`src/rtl/pong_game_fsm.sv`:
```
// Pong match controller: sequences serve, play, pause, point and game-over,
// keeps both scores and gates ball motion. Outputs come from registers only.
module pong_game_fsm #(
  parameter int WIN_SCORE    = 7,
  parameter int SERVE_FRAMES = 120,
  parameter int POINT_FRAMES = 60,
  parameter int LEFT_LIMIT   = 2,
  parameter int RIGHT_LIMIT  = 638
) (
  input  logic       clk_out,
  input  logic       reset,
  input  logic       frame_tick,
  input  logic       start,
  input  logic [9:0] ball_x,
  output logic       ball_enable,
  output logic       ball_restart,
  output logic       serve_dir,
  output logic [3:0] p1_score,
  output logic [3:0] p2_score,
  output logic [1:0] winner,
  output logic [2:0] state
);

  localparam logic [2:0] S_IDLE  = 3'd0;
  localparam logic [2:0] S_SERVE = 3'd1;
  localparam logic [2:0] S_PLAY  = 3'd2;
  localparam logic [2:0] S_PAUSE = 3'd3;
  localparam logic [2:0] S_POINT = 3'd4;
  localparam logic [2:0] S_OVER  = 3'd5;

  localparam logic [3:0] WIN   = 4'(WIN_SCORE);
  localparam logic [7:0] SRV_N = 8'(SERVE_FRAMES);
  localparam logic [7:0] PNT_N = 8'(POINT_FRAMES);
  localparam logic [9:0] LEFT_X  = 10'(LEFT_LIMIT);
  localparam logic [9:0] RIGHT_X = 10'(RIGHT_LIMIT);

  logic [2:0] state_q, state_d;
  logic       start_q;
  logic [7:0] cnt_q, cnt_d;
  logic [3:0] p1_q, p1_d;
  logic [3:0] p2_q, p2_d;
  logic       dir_q, dir_d;
  logic       restart_q, restart_d;

  logic       start_edge;
  logic       left_miss;
  logic       right_miss;
  logic [7:0] cnt_inc;
  logic       match_won;

  assign start_edge = start & ~start_q;
  assign left_miss  = ball_x < LEFT_X;
  assign right_miss = ball_x > RIGHT_X;
  assign cnt_inc    = cnt_q + 8'd1;
  assign match_won  = (p1_q == WIN) || (p2_q == WIN);

  always_ff @(posedge clk_out or posedge reset) begin
    if (reset) begin
      state_q   <= S_IDLE;
      start_q   <= 1'b0;
      cnt_q     <= 8'd0;
      p1_q      <= 4'd0;
      p2_q      <= 4'd0;
      dir_q     <= 1'b0;
      restart_q <= 1'b0;
    end else begin
      state_q   <= state_d;
      start_q   <= start;
      cnt_q     <= cnt_d;
      p1_q      <= p1_d;
      p2_q      <= p2_d;
      dir_q     <= dir_d;
      restart_q <= restart_d;
    end
  end

  always_comb begin
    state_d = state_q;
    case (state_q)
      S_IDLE:  if (start_edge) state_d = S_SERVE;
      S_SERVE: if (frame_tick && cnt_inc == SRV_N)
                 state_d = S_PLAY;
      // A miss outranks a pause request in the same cycle
      S_PLAY: begin
        if (left_miss || right_miss)
          state_d = S_POINT;
        else if (start_edge)
          state_d = S_PAUSE;
      end
      S_PAUSE: if (start_edge) state_d = S_PLAY;
      S_POINT: begin
        if (frame_tick && cnt_inc == PNT_N)
          state_d = match_won ? S_OVER : S_SERVE;
      end
      S_OVER:  if (start_edge) state_d = S_SERVE;
      default: state_d = S_IDLE;
    endcase
  end

  always_comb begin
    p1_d  = p1_q;
    p2_d  = p2_q;
    dir_d = dir_q;
    cnt_d = cnt_q;
    // Ticks landing on a transition belong to neither state
    if (state_d != state_q)
      cnt_d = 8'd0;
    else if (frame_tick &&
             (state_q == S_SERVE || state_q == S_POINT))
      cnt_d = cnt_inc;
    restart_d = (state_d == S_SERVE) &&
                (state_q != S_SERVE);
    case (state_q)
      S_PLAY: begin
        if (left_miss) begin
          if (p2_q < WIN) p2_d = p2_q + 4'd1;
          dir_d = 1'b0;
        end else if (right_miss) begin
          if (p1_q < WIN) p1_d = p1_q + 4'd1;
          dir_d = 1'b1;
        end
      end
      S_SERVE, S_PAUSE, S_POINT: begin
      end
      S_OVER: begin
        if (start_edge) begin
          p1_d  = 4'd0;
          p2_d  = 4'd0;
          dir_d = 1'b0;
        end
      end
      default: begin
        p1_d  = 4'd0;
        p2_d  = 4'd0;
        dir_d = 1'b0;
      end
    endcase
  end

  always_comb begin
    ball_enable  = (state_q == S_PLAY);
    ball_restart = restart_q;
    serve_dir    = dir_q;
    p1_score     = p1_q;
    p2_score     = p2_q;
    state        = state_q;
    winner       = 2'b00;
    if (state_q == S_OVER)
      winner = (p1_q == WIN) ? 2'b01 : 2'b10;
  end

endmodule

```
`config.mk`:
```
export PLATFORM = sky130hd
export DESIGN_NAME = pong_game_fsm
export DESIGN_NICKNAME = d
export VERILOG_FILES = /design/src/rtl/pong_game_fsm.sv
export SDC_FILE = /design/constraint.sdc
export NUM_CORES = 1
export LEC_CHECK = 0
export CAP_MARGIN = 5
export CORE_UTILIZATION = 60
export CTS_BUF_LIST = sky130_fd_sc_hd__clkbuf_8
export DETAILED_ROUTE_END_ITERATION = 10
export DONT_BUFFER_PORTS = 1
export GPL_TIMING_DRIVEN = 0
export PLACE_DENSITY = 0.74
export SLEW_MARGIN = 20
export SYNTH_ARGS = -nofsm -noshare
export SYNTH_HDL_FRONTEND = slang
export SYNTH_SLANG_ARGS = --single-unit
```
`constraint.sdc`:
```
create_clock -name clk_out -period 4.4 [get_ports clk_out]
set_input_delay 0.88 -clock clk_out [delete_from_list [all_inputs] [get_ports clk_out]]
set_output_delay 0.88 -clock clk_out [all_outputs]
set_load 0.005 [all_outputs]
```
; After elaboration in Yosys (flattened, before gate mapping)
; Index checks and enable logic that the tools add are counted.
[totals]
register_bits = 22
in_bits = 14
out_inout_bits = 16
wordCells = 74
[op_classes]
addsub = 3
order_cmp = 4
eq_ne = 19
mux = 24
bitwise_logic = 3
reduce_logical = 14
[op_table]
columns = cell, count
row1 = 4-bit 2-to-1 mux, 6
row2 = 4-bit one-hot mux with 3 select lines, 2
row3 = 3-bit 2-to-1 mux, 7
row4 = 8-bit 2-to-1 mux, 2
row5 = 3-bit one-hot mux with 5 select lines, 1
row6 = "10-bit > comparator, second input constant", 1
row7 = "10-bit by 2-bit less-than comparator with 1-bit output, second input constant", 1
row8 = "4-bit by 1-bit adder with 4-bit output, second input constant", 2
row9 = "8-bit by 1-bit adder with 8-bit output, second input constant", 1
row10 = "4-bit by 3-bit == test with 1-bit output, second input constant", 2
row11 = "8-bit by 6-bit == test with 1-bit output, second input constant", 1
row12 = "8-bit by 7-bit == test with 1-bit output, second input constant", 1
row13 = "4-bit by 3-bit less-than comparator with 1-bit output, second input constant", 2
row14 = "2-bit by 1-bit inequality test with 1-bit output, second input constant", 4
row15 = "3-bit by 1-bit == test with 1-bit output, second input constant", 2
row16 = "3-bit by 2-bit == test with 1-bit output, second input constant", 2
row17 = "3-bit == test, second input constant", 2
row18 = "3-bit by 1-bit inequality test with 1-bit output, second input constant", 2
row19 = 5-bit AND reduction, 1
row20 = 1-bit logical AND, 4
row21 = 2-bit 2-to-1 mux, 2
row22 = "2-bit inequality test, second input constant", 2
row23 = 4-bit AND reduction, 1
row24 = 3-bit zero test, 1
row25 = 10 further kinds, 15

; Depth between registers and ports, before layout
[logic_depth]
ltp_word = 7
ltp_mapped = 6
mapped_depth_nobuf = 6

; Worst setup path before layout
; No wires, ideal clock.
[synth_timing]
kind = input-to-reg
startpoint = input port ball_x[9]
endpoint = register state_q[0], in the netlist state[0]
setup_time_ns = 0.124
t_arrival_ns = 1.944
required_ns = 4.276
setup_slack_ns = 2.332
path_stages = 5
path_buffers = 0
path_cell_list = nor4_1 nand3_1 o211ai_1 o21ai_1 or2_1
[synth_between]
elab_chain_len = 4
elab_cells_between_ends = 5
classes_between = 2 x order compare / 2 x mux / 1 x reduce/logical
[synth_rtl]
columns = element, line
row1 = from (decl), 14  ; input logic [9:0] ball_x,
row2 = 10-bit by 2-bit less-than comparator with 1-bit output / 10-bit > comparator (equally long branches), "52, 53"
row3 = 1-bit logical OR *, 85  ; if (left_miss || right_miss)
row4 = 3-bit 2-to-1 mux *, 85
row5 = 3-bit one-hot mux with 5 select lines *, 79  ; case (state_q)
row6 = net state_d[0], 37  ; logic [2:0] state_q, state_d;
row7 = to (signal assigned), 67  ; state_q <= state_d;
row8 = to (decl), 37
; The timed path passes the listed nets; every way through them passes the cells marked *.
; A chain may end at the register's enable or synchronous reset.

; Final worst setup path
[layout_timing]
startpoint = register state_q[1], in the netlist state[1]
endpoint = output port ball_enable
[layout_between]
elab_chain_len = 1
[layout_rtl]
columns = element, line
row1 = 3-bit by 2-bit == test with 1-bit output, 141  ; ball_enable = (state_q == S_PLAY);
row2 = to (decl), 15  ; output logic ball_enable,
; No other way between the ends.

==> metrics <==
combinational family with the most area after synthesis simple AND/OR/NAND/NOR gates; worst vdd ir 0.0003252 V; largest net degree at the start of global routing 23; row count 17; Clock Latency Late Sink 0.26 ns; Sum Neg Setup Slack 0 ns; RD Place Congestion 0.8323; hold path startpoint serve_dir$_DFFE_PP0P_; H-tree levels 1; Final ANT Viol Nets 0; top_reg_cell synth dfrtp_1; flops & latches, synth 22; R2R cell count 6; drt wl/cell 17.21 µm; P&R area growth vs syn 7.107%; first-pass GRT wire length 5499 µm; CTS Sinks 22; DRT iter0 DRCs 39; crit path launch type flop; RSZ-0062 raised after global routing false; CP Capture Type output port; Initial Util 65.75%; CP Class reg2out; CP arrival about 1.5 ns; ANT cells 0; worst-path fanout max 10; Yosys cell types 47; die width approximately 52 µm; Rel. slew slack 42.67%; GRT Overall Usage between 20% and 30%; hold depth 1; status completed; Synth Area in Compound Gates 21.40%; initial antenna violation count 0; Core ar. ~0.0023 mm²; residual DRC count 0; Final Setup Violations 0; TritonRoute pass-1 iters 4; Clock transition at path regs roughly 0.08 ns; NumNets Final approximately 180; worst-case clock buffer depth 2; Synth Cell Area 0.001496 mm²; Via density 6.658; die area roughly 0.0027 mm²; vias in the first global route 1,216; clk root buf clkbuf_8; Yosys Warn Count 0; max_cap viols 0; Die H 51.94 µm; ratio of cells with drive above 1 in the final layout 17.28%; CP startpoint state[1]$_DFF_PP0_; drt total wl roughly 3300 µm; Vias 1,265; Fill cells 176; CTS resizes 0; Fin Clk Skew between 0.0015 and 0.002 ns; minimum clock period 2.421 ns; Final HPWL DP between 2000 and 2500 µm; io pins 30; CTS tree built; number of synthesized flops with an enable pin 0; Synth Area in Adders 3.344%; total gr overflow 0; Reg2Reg Launch Point cnt_q[0]$_DFFE_PP0P_; CTS Hold Bufs 0; Syn Nets 176; post-synthesis sequential area ratio 36.79%; Worst Hold Slack around 0.54 ns; Leak roughly 0.67 nW; Finished Layout Cells between 150 and 200; Mapped Cells between 150 and 200; # placed instances 186; port bufs 0; average size of a mapped cell 9.471 µm²; Final Hold Fails 0; Max Freq 413.1 MHz; mux cell area share after synthesis 2.007%; Async SR Flop Fraction 100.0%; WP data required between 3 and 4 ns; simple-gate share of the synthesized area between 20% and 30%; Setup Buffers After CTS 0; Slew Viols, Final 0; period utilization 55.02%; Synth Area in XOR/XNOR 5.853%; Hold Path Class reg2reg; PwrDens 427.8 mW/mm²; Num CTS Buffers 3; Worst-Margin Slew about 0.86 ns
## cell type report
class                           instances  area [µm²]  area share (%)
Sequential cell                        22       550.5           34.35
Tap cell                               28       35.03           2.186
Clock buffer                            3       41.29           2.576
Inverter                                5       18.77           1.171
Clock inverter                          1       30.03           1.874
Buffer                                  4       31.28           1.952
Multi-Input combinational cell        127       895.9           55.89
## metal layers
layer  vias to the layer above  wire [µm]  GRT usage, %
met4                         0         21         8.108
met3                         4        184         5.556
li1                        609          -             -
met2                        59       1658         46.58
met1                       593       1405         34.62
met5                         -          0             0
## sequential cells by signal, summed over array words and instances (netlist names)
register / flops
start_q: 1
state: 3
serve_dir: 1
ball_restart: 1
p1_score: 4
cnt_q: 8
p2_score: 4
## critical path, stage by stage, from the launching register on
cell and delay (ns):
dfrtp_1 0.46, buf_4 0.20, inv_1 0.07, nor3_1 0.55
## cell usage in the layout, fill, tap and decap left out, types with 3 or more instances in the layout
cell / instances
a21oi_1: 8
and3_2: 3
clkbuf_8: 3
dfrtp_1: 22
ha_1: 4
inv_1: 5
mux2i_1: 3
nand2_1: 11
nand3_1: 8
nand3b_1: 3
nor2_1: 15
nor3_1: 4
nor4_1: 10
o211ai_1: 3
o21ai_0: 7
or2b_2: 3
xnor2_1: 8
## power breakdown
part	internal [mW]	switching (mW)
Sequential	0.233	0.0466
Clock	0.121	0.0677
Combinational	0.0916	0.125
Total	0.446	0.239
## cells by family (layout without fill, tap and decap cells)
family                     after synthesis  count (layout)
and+or+nand+nor                         71              71
buffers and inverters                    9              13
xor gates and xnor gates                10              10
AOI/OAI and AO/OA                       39              39
adders and majority gates                4               4
muxes                                    3               3
DFF                                     22              22
## through the flow
step | total power, mW | setup slack (ns) | util, % | area, µm²
2_1_floorplan | 0.4502 | 2.332 | - | 1496
3_3_place_gp | 0.4866 | 2.166 | 67.29 | 1531
3_5_place_dp | 0.4967 | 2.064 | 67.29 | 1531
4_1_cts | 0.6861 | 1.999 | 70.42 | 1603
5_1_grt | 0.7279 | 1.938 | 70.42 | 1603
6_report | 0.6857 | 1.979 | 70.42 | 1603
## Yosys cell counts, types with 3 or more instances
cell	instances	area (µm²)
inv_1	5	18.77
xnor2_1	8	70.07
nand2_1	11	41.29
ha_1	4	50.05
nor3_1	4	20.02
nand3b_1	3	22.52
and3_2	3	22.52
nand3_1	8	40.04
o211ai_1	3	22.52
a21oi_1	8	40.04
mux2i_1	3	30.03
o21ai_0	7	35.03
nor2_1	15	56.30
nor4_1	10	62.56
or2b_2	3	26.28
dfrtp_1	22	550.5
## worst paths after layout
check | to | slack (ns)
max | ball_enable | 1.98
min | serve_dir$_DFFE_PP0P_ | 0.54
max reg2reg | cnt_q[6]$_DFFE_PP0P_ | 2.22
min reg2reg | serve_dir$_DFFE_PP0P_ | 0.54
max in group asynchronous | cnt_q[0]$_DFFE_PP0P_ | 3.19
min in group asynchronous | p2_score[1]$_DFFE_PP0P_ | 0.68
(Power assumes the default switching activity.)
